## src/rtl/mem_port_arbiter.sv

```systemverilog
// mem_port_arbiter: shares one single-port RAM between the instruction-fetch (I)
// and memory-access (D) requesters. One transaction in flight at a time. D has
// priority; a streak counter forces an I grant after STARVE_LIMIT consecutive
// D grants that each found I waiting.
module mem_port_arbiter #(
  parameter int STARVE_LIMIT = 4
) (
  input  logic        clk,
  input  logic        asrst_n,
  input  logic        i_req,
  input  logic [31:0] i_addr,
  output logic        i_gnt,
  output logic        i_rvalid,
  output logic [31:0] i_rdata,
  input  logic        d_req,
  input  logic [31:0] d_addr,
  input  logic [3:0]  d_wren,
  input  logic [31:0] d_wrdata,
  output logic        d_gnt,
  output logic        d_rvalid,
  output logic [31:0] d_rdata,
  output logic        mem_req,
  output logic [31:0] mem_addr,
  output logic [3:0]  mem_wren,
  output logic [31:0] mem_wrdata,
  input  logic        mem_ready,
  input  logic        mem_rvalid,
  input  logic [31:0] mem_rdata,
  output logic        busy
);

  typedef enum logic [1:0] {IDLE, REQ, RSP} state_t;

  localparam logic [3:0] LIMIT = 4'(STARVE_LIMIT);

  state_t      state_q, state_d;
  logic        owner_q, owner_d;      // 0 = I, 1 = D
  logic [3:0]  streak_q, streak_d;
  logic        mem_req_q, mem_req_d;
  logic [31:0] mem_addr_q, mem_addr_d;
  logic [3:0]  mem_wren_q, mem_wren_d;
  logic [31:0] mem_wrdata_q, mem_wrdata_d;
  logic        d_win;

  // D wins unless I is waiting and has already been passed over LIMIT times
  assign d_win = d_req && !(i_req && (streak_q == LIMIT));

  assign i_rdata    = mem_rdata;
  assign d_rdata    = mem_rdata;
  assign mem_req    = mem_req_q;
  assign mem_addr   = mem_addr_q;
  assign mem_wren   = mem_wren_q;
  assign mem_wrdata = mem_wrdata_q;
  assign busy       = (state_q != IDLE);

  // Next-state, grant and response decode
  always_comb begin
    state_d      = state_q;
    owner_d      = owner_q;
    streak_d     = streak_q;
    mem_req_d    = mem_req_q;
    mem_addr_d   = mem_addr_q;
    mem_wren_d   = mem_wren_q;
    mem_wrdata_d = mem_wrdata_q;
    i_gnt        = 1'b0;
    d_gnt        = 1'b0;
    i_rvalid     = 1'b0;
    d_rvalid     = 1'b0;
    case (state_q)
      IDLE: begin
        // stale mem_rvalid here is dropped on the floor
        if (d_win) begin
          d_gnt        = 1'b1;
          owner_d      = 1'b1;
          mem_addr_d   = d_addr;
          mem_wren_d   = d_wren;
          mem_wrdata_d = d_wrdata;
          mem_req_d    = 1'b1;
          state_d      = REQ;
          if (!i_req)              streak_d = 4'd0;
          else if (streak_q < LIMIT) streak_d = streak_q + 4'd1;
        end else if (i_req) begin
          i_gnt        = 1'b1;
          owner_d      = 1'b0;
          mem_addr_d   = i_addr;
          mem_wren_d   = 4'd0;
          mem_wrdata_d = 32'd0;
          mem_req_d    = 1'b1;
          state_d      = REQ;
          streak_d     = 4'd0;
        end
      end
      REQ: begin
        // mem_rvalid before the request is accepted cannot belong to it
        if (mem_ready) begin
          mem_req_d = 1'b0;
          state_d   = RSP;
        end
      end
      RSP: begin
        if (mem_rvalid) begin
          d_rvalid = owner_q;
          i_rvalid = !owner_q;
          state_d  = IDLE;
        end
      end
      default: begin
        state_d   = IDLE;
        mem_req_d = 1'b0;
      end
    endcase
  end

  // State and memory-side request registers
  always_ff @(posedge clk or negedge asrst_n) begin
    if (!asrst_n) begin
      state_q      <= IDLE;
      owner_q      <= 1'b0;
      streak_q     <= 4'd0;
      mem_req_q    <= 1'b0;
      mem_addr_q   <= 32'd0;
      mem_wren_q   <= 4'd0;
      mem_wrdata_q <= 32'd0;
    end else begin
      state_q      <= state_d;
      owner_q      <= owner_d;
      streak_q     <= streak_d;
      mem_req_q    <= mem_req_d;
      mem_addr_q   <= mem_addr_d;
      mem_wren_q   <= mem_wren_d;
      mem_wrdata_q <= mem_wrdata_d;
    end
  end

endmodule

```

## config.mk

```make
export PLATFORM = sky130hd
export DESIGN_NAME = mem_port_arbiter
export DESIGN_NICKNAME = d
export VERILOG_FILES = /design/src/rtl/mem_port_arbiter.sv
export SDC_FILE = /design/constraint.sdc
export NUM_CORES = 1
export LEC_CHECK = 0
export BUFFER_PORTS_ARGS = -buffer_cell sky130_fd_sc_hd__clkbuf_2
export CORE_MARGIN = 5
export CORE_UTILIZATION = 37
export DETAILED_ROUTE_END_ITERATION = 7
export PLACE_DENSITY = 0.78
export SLEW_MARGIN = 30
export SYNTH_ARGS = -nofsm -noshare
export SYNTH_HDL_FRONTEND = slang
export SYNTH_SLANG_ARGS = --single-unit
export TNS_END_PERCENT = 100
```

## constraint.sdc

```tcl
create_clock -name clk -period 1.6 [get_ports clk]
set_input_delay 0.24 -clock clk [delete_from_list [all_inputs] [get_ports clk]]
set_output_delay 0.24 -clock clk [all_outputs]
set_load 0.1 [all_outputs]
```

# [Word-level counts from Yosys, hierarchy flattened]
# Index checks and enable logic that the tools add are counted.
[totals] regBits=76 latch_bits=0 ramBits=0 rom_bits=0 input_bits=138 output_inout_bits=138 memories=0
[op_classes] n_addsub=1 n_mul=0 n_div=0 order_cmp=1 eq_ne=7 n_shift=0 n_mux=29 bitwise_logic=1 reduce_logical=11
[op_table] cell="2-to-1 mux 32 bit" n=4
[op_table] cell="2-to-1 mux 4 bit" n=5
[op_table] cell="2-to-1 mux 1 bit" n=14
[op_table] cell="AND reduction 3 bit" n=3
[op_table] cell="2-to-1 mux 2 bit" n=4
[op_table] cell="one-hot mux 2 bit (3 select lines)" n=1
[op_table] cell="adder 4 x 1 -> 4 bit, second input constant" n=1
[op_table] cell="== test 4 x 3 -> 1 bit, second input constant" n=1
[op_table] cell="less-than comparator 4 x 3 -> 1 bit, second input constant" n=1
[op_table] cell="!= test 2 bit, second input constant" n=2
[op_table] cell="nonzero test 2 bit" n=2
[op_table] cell="!= test 3 x 2 -> 1 bit, second input constant" n=1
[op_table] cell="!= test 3 bit, second input constant" n=1
[op_table] cell="one-hot mux 1 bit (3 select lines)" n=1
[op_table] cell="== test 2 x 1 -> 1 bit, second input constant" n=1
[op_table] cell="== test 2 bit, second input constant" n=1
[op_table] cell="logical AND 1 bit" n=2
[op_table] cell="zero test 1 bit" n=2
[op_table] cell="zero test 2 bit" n=1
[op_table] cell="AND reduction 2 bit" n=1
[op_table] cell="NOT 1 bit" n=1

# [Depth between registers and ports, before layout]
[logic_depth] word_depth=6 mapped_depth=8

# [Worst setup path before layout]
# OpenSTA, ideal clock, no wires.
[synth_timing] path_type="register -> output" start="register state_q[0]" end="output i_rvalid" t_arrival_ns=2.752 required_ns=1.360 slack_ns=-1.392 stages_incl_launch_ff=3 cell_sequence="dfrtp_1 nand2b_1 nor3b_1"
[synth_between] elab_chain_cells=2
[synth_rtl] element="from (decl)" line="36" source="state_t state_q, state_d;"
[synth_rtl] element="from (signal assigned)" line="125" source="state_q <= state_d;"
[synth_rtl] element="== test 2 bit" line="69" source="case (state_q)"
[synth_rtl] element="2-to-1 mux 1 bit" line="69"
[synth_rtl] element="to (decl)" line="13" source="output logic i_rvalid,"
# No other way between the ends.

# [Final worst setup path]
[layout_timing] start="register streak_q[1]" end="output i_gnt"
[layout_between] elab_chain_cells=6
[layout_rtl] element="from (decl)" line="38" source="logic [3:0] streak_q, streak_d;"
[layout_rtl] element="from (signal assigned)" line="127" source="streak_q <= streak_d;"
[layout_rtl] element="== test 4 x 3 -> 1 bit" line="46" source="assign d_win = d_req && !(i_req && (streak_q == LIMIT));"
[layout_rtl] element="logical AND 1 bit" line="46"
[layout_rtl] element="zero test 1 bit" line="46"
[layout_rtl] element="logical AND 1 bit" line="46"
[layout_rtl] element="2-to-1 mux 1 bit" line="72" source="if (d_win) begin"
[layout_rtl] element="2-to-1 mux 1 bit" line="69"
[layout_rtl] element="to (decl)" line="12" source="output logic i_gnt,"
# No other way between the ends.

==> impl_metrics.csv <==
group,metric,value,unit
global_routing,grt_max_degree,77,
global_routing,grt_pass1_vias,3044,
synthesis,synthMuxAreaShare,0.2699,%
sta,hold_ws,0.1115,ns
synthesis,syn_avg_cell_area,9.658,um2
setup_path,r2r_cells,7,
route,totalWireLength,10.23,mm
cells_and_area,drive_gt1_share,45.90,%
floorplan,die_area,12130,um2
global_routing,track_usage,15.78,%
synthesis,synth_top_family_by_area,"compound AO/OA/AOI/OAI gates",
synthesis,syn-num-nets,524,
synthesis,yosysSeqAreaShare,51.28,%
cells_and_area,fin_area,4743,um2
cells_and_area,diodes,0,
sta,fin_ws,-0.2260,ns
setup_path,end_kind,"primary output",
sta,rsz0062_at_grt,"true",
setup_path,crit_chain,"inv_2 > ha_4 > nand4b_1 > nand2_2 > and3_4 > buf_12",
sta,clock_skew,0.008292,ns
route,drtIter0Drc,157,
synthesis,synth_flop_cell,"dfrtp_1",
global_routing,gr-total-overflow,0,
sta,final_max_slew_viol_count,0,
synthesis,synth_compound_area_share,17.71,%
sta,period_needed,1.826,ns
floorplan,num_rows,36,
global_routing,use_met1,17.83,%
setup_path,cp_max_fo,3,
status,status,"finished, violations left",
cells_and_area,layout_commonest_cell,"clkbuf_2",
hold_path,worstHoldPathCells,3,
hold_path,hold_class,"input port to register",
setup_path,startpoint_type,"register",
floorplan,die_w,110.1,um
clock_network,cts_buffer_depth,2,
clock_network,clk_pin_slew,0.08,ns
status,failed_checks,"negative setup slack",
floorplan,die_y,110.1,um
route,via_per_inst,4.845,
synthesis,ys.warnings.count,0,
placement,dpl.hpwl,7.706,mm
sta,worst_pin_slew,0.5532,ns
synthesis,synth.distinct_cells,31,
synthesis,ys_seq_elements,76,
placement,place_area,4422,um2
synthesis,synth-simple-area-share,12.92,%
job,drv_cap,0,
synthesis,synthAdderAreaFrac,0.6748,%
setup_path,arrival,1.59,ns
clock_network,root_buffer,"clkbuf_8",
synthesis,syn_area,3709,um2
cells_and_area,fin_nets,648,
synthesis,synth_edf_count,0,
placement,routabilityCongestion,0.7368,
sta,relSlewSlack,63.28,%
floorplan,core-area,9774,um2
route,drt-wirelength-per-cell,15.86,um
setup_path,path_class,"register to primary output",
sta,fmax,547.7,MHz
setup_path,required,1.36,ns
sta,setup_viol,3,
global_routing,grt_pass1_wl,14.93,mm
setup_path,slowest_stage,"dfrtp_1",
cells_and_area,layout_common_cells,"clkbuf_2 (173), dfrtp_1 (75), a21oi_1 (57)",
sta,fin_crit_sh,114.1,%
clock_network,cts_inserted_buffers,9,
global_routing,global_route.peak_usage_layer,"met2",
floorplan,ios,276,
synthesis,async_flop_share,100.0,%
clock_network,cts_tree,"yes",
synthesis,synth_xor_area_share,0,%
route,drt_pass1_iterations,7,
global_routing,met3_usage,4.077,%
global_routing,antenna_found_initial,0,
global_routing,use_met2,28.99,%
placement,numPortBuffers,179,
clock_network,cts-htree-levels,3,
cells_and_area,area_growth,27.90,%
sta,hold_violations,0,
route,ant_nets,0,
route,vias,3125,
floorplan,start_util,37.94,%
clock_network,clk_latency,0.34,ns
clock_network,cts.sinks,76,
setup_path,cp_slowest_stage_delay,0.40,ns
route,drc_errors,0,
synthesis,syn_inst,384,
area by class of cell:
class | count | area [um2]
Clock inverter | 4 | 98.84
Clock buffer | 11 | 131.4
Inverter | 4 | 17.52
Timing Repair Buffer | 199 | 1200
Sequential cell | 76 | 1903
Fill cell | 915 | 5031
Multi-Input combinational cell | 218 | 1226
Tap cell | 133 | 166.4
state kept, by name, indices dropped and copies added, names as in the netlist:
signal and flops:
mem_wren 4, mem_addr 32, owner_q 1, streak_q 4, mem_wrdata 32, state_q 2
mem_req 1
cells in the mapped netlist (2+ instances only):
cell	number	share of area, %
dfrtp_1	76	51
buf_4	64	13
a21oi_1	57	7.7
nand2_1	54	5.5
nor2_1	39	3.9
a22o_1	28	6.6
a21oi_2	10	2.4
buf_2	10	1.3
nand3_1	10	1.3
buf_6	6	1.8
clkbuf_1	5	0.51
inv_1	3	0.30
ha_1	2	0.67
nor3_1	2	0.27
o21ai_0	2	0.27
repair_timing:
| action | in CTS | in global routing |
|---|---|---|
| endpoints found under the hold margin | 76 | 0 |
| setup endpoints to repair | 4 | 29 |
| pin swaps | 2 | 0 |
| buffers inserted | 2 | 3 |
| resized for setup | 8 | 4 |
| hold buffers | 1 | 0 |
critical path: cells and delay by family, from the launching register on:
kind	cells	cell delay, ns
simple gates	3	0.48
buf+inv	2	0.25
flops	1	0.40
fa+ha+maj	1	0.13
final timing paths:
check	startpoint	endpoint	slack (ns)
min reg2reg	mem_wrdata[26]$_DFFE_PN0P_	mem_wrdata[26]$_DFFE_PN0P_	0.48
min in group asynchronous	asrst_n	mem_wrdata[19]$_DFFE_PN0P_	0.42
max	streak_q[1]$_DFFE_PN0P_	i_gnt	-0.23
max reg2reg	streak_q[1]$_DFFE_PN0P_	mem_addr[14]$_DFFE_PN0P_	0.04
min	i_addr[0]	mem_addr[0]$_DFFE_PN0P_	0.11
max in group asynchronous	asrst_n	state_q[0]$_DFFE_PN0P_	0.76
layer usage:
layer | up-vias | share of wire, %
met2 | 152 | 53
met3 | 14 | 8.5
li1 | 1467 | -
met1 | 1492 | 37
met4 | 0 | 1.1
met5 | - | 0
kinds of logic after synthesis:
kind of cell / after synthesis
AND/OR/NAND/NOR: 114
AO/OA/AOI/OAI: 101
buffers and inverters: 90
flip-flops: 76
adder cells (fa/ha/maj): 2
multiplexers: 1
through the flow:
step | setup WS, ns | TNS, ns | util, % | std cells
final | -0.2260 | -0.4339 | 48.53 | 645
after global routing | -0.2911 | -0.6841 | 48.53 | 645
after CTS | -0.2715 | -0.5599 | 48.18 | 642
after detailed placement | -0.01930 | -0.01930 | 45.24 | 624
after global placement | 0.1007 | 0 | 45.24 | 624
after floorplan | -0.06153 | -0.09662 | - | 384
Power is left out: the tool's default activity adds up to more than one toggle a clock period on the data nets, which glitch-free logic cannot reach.
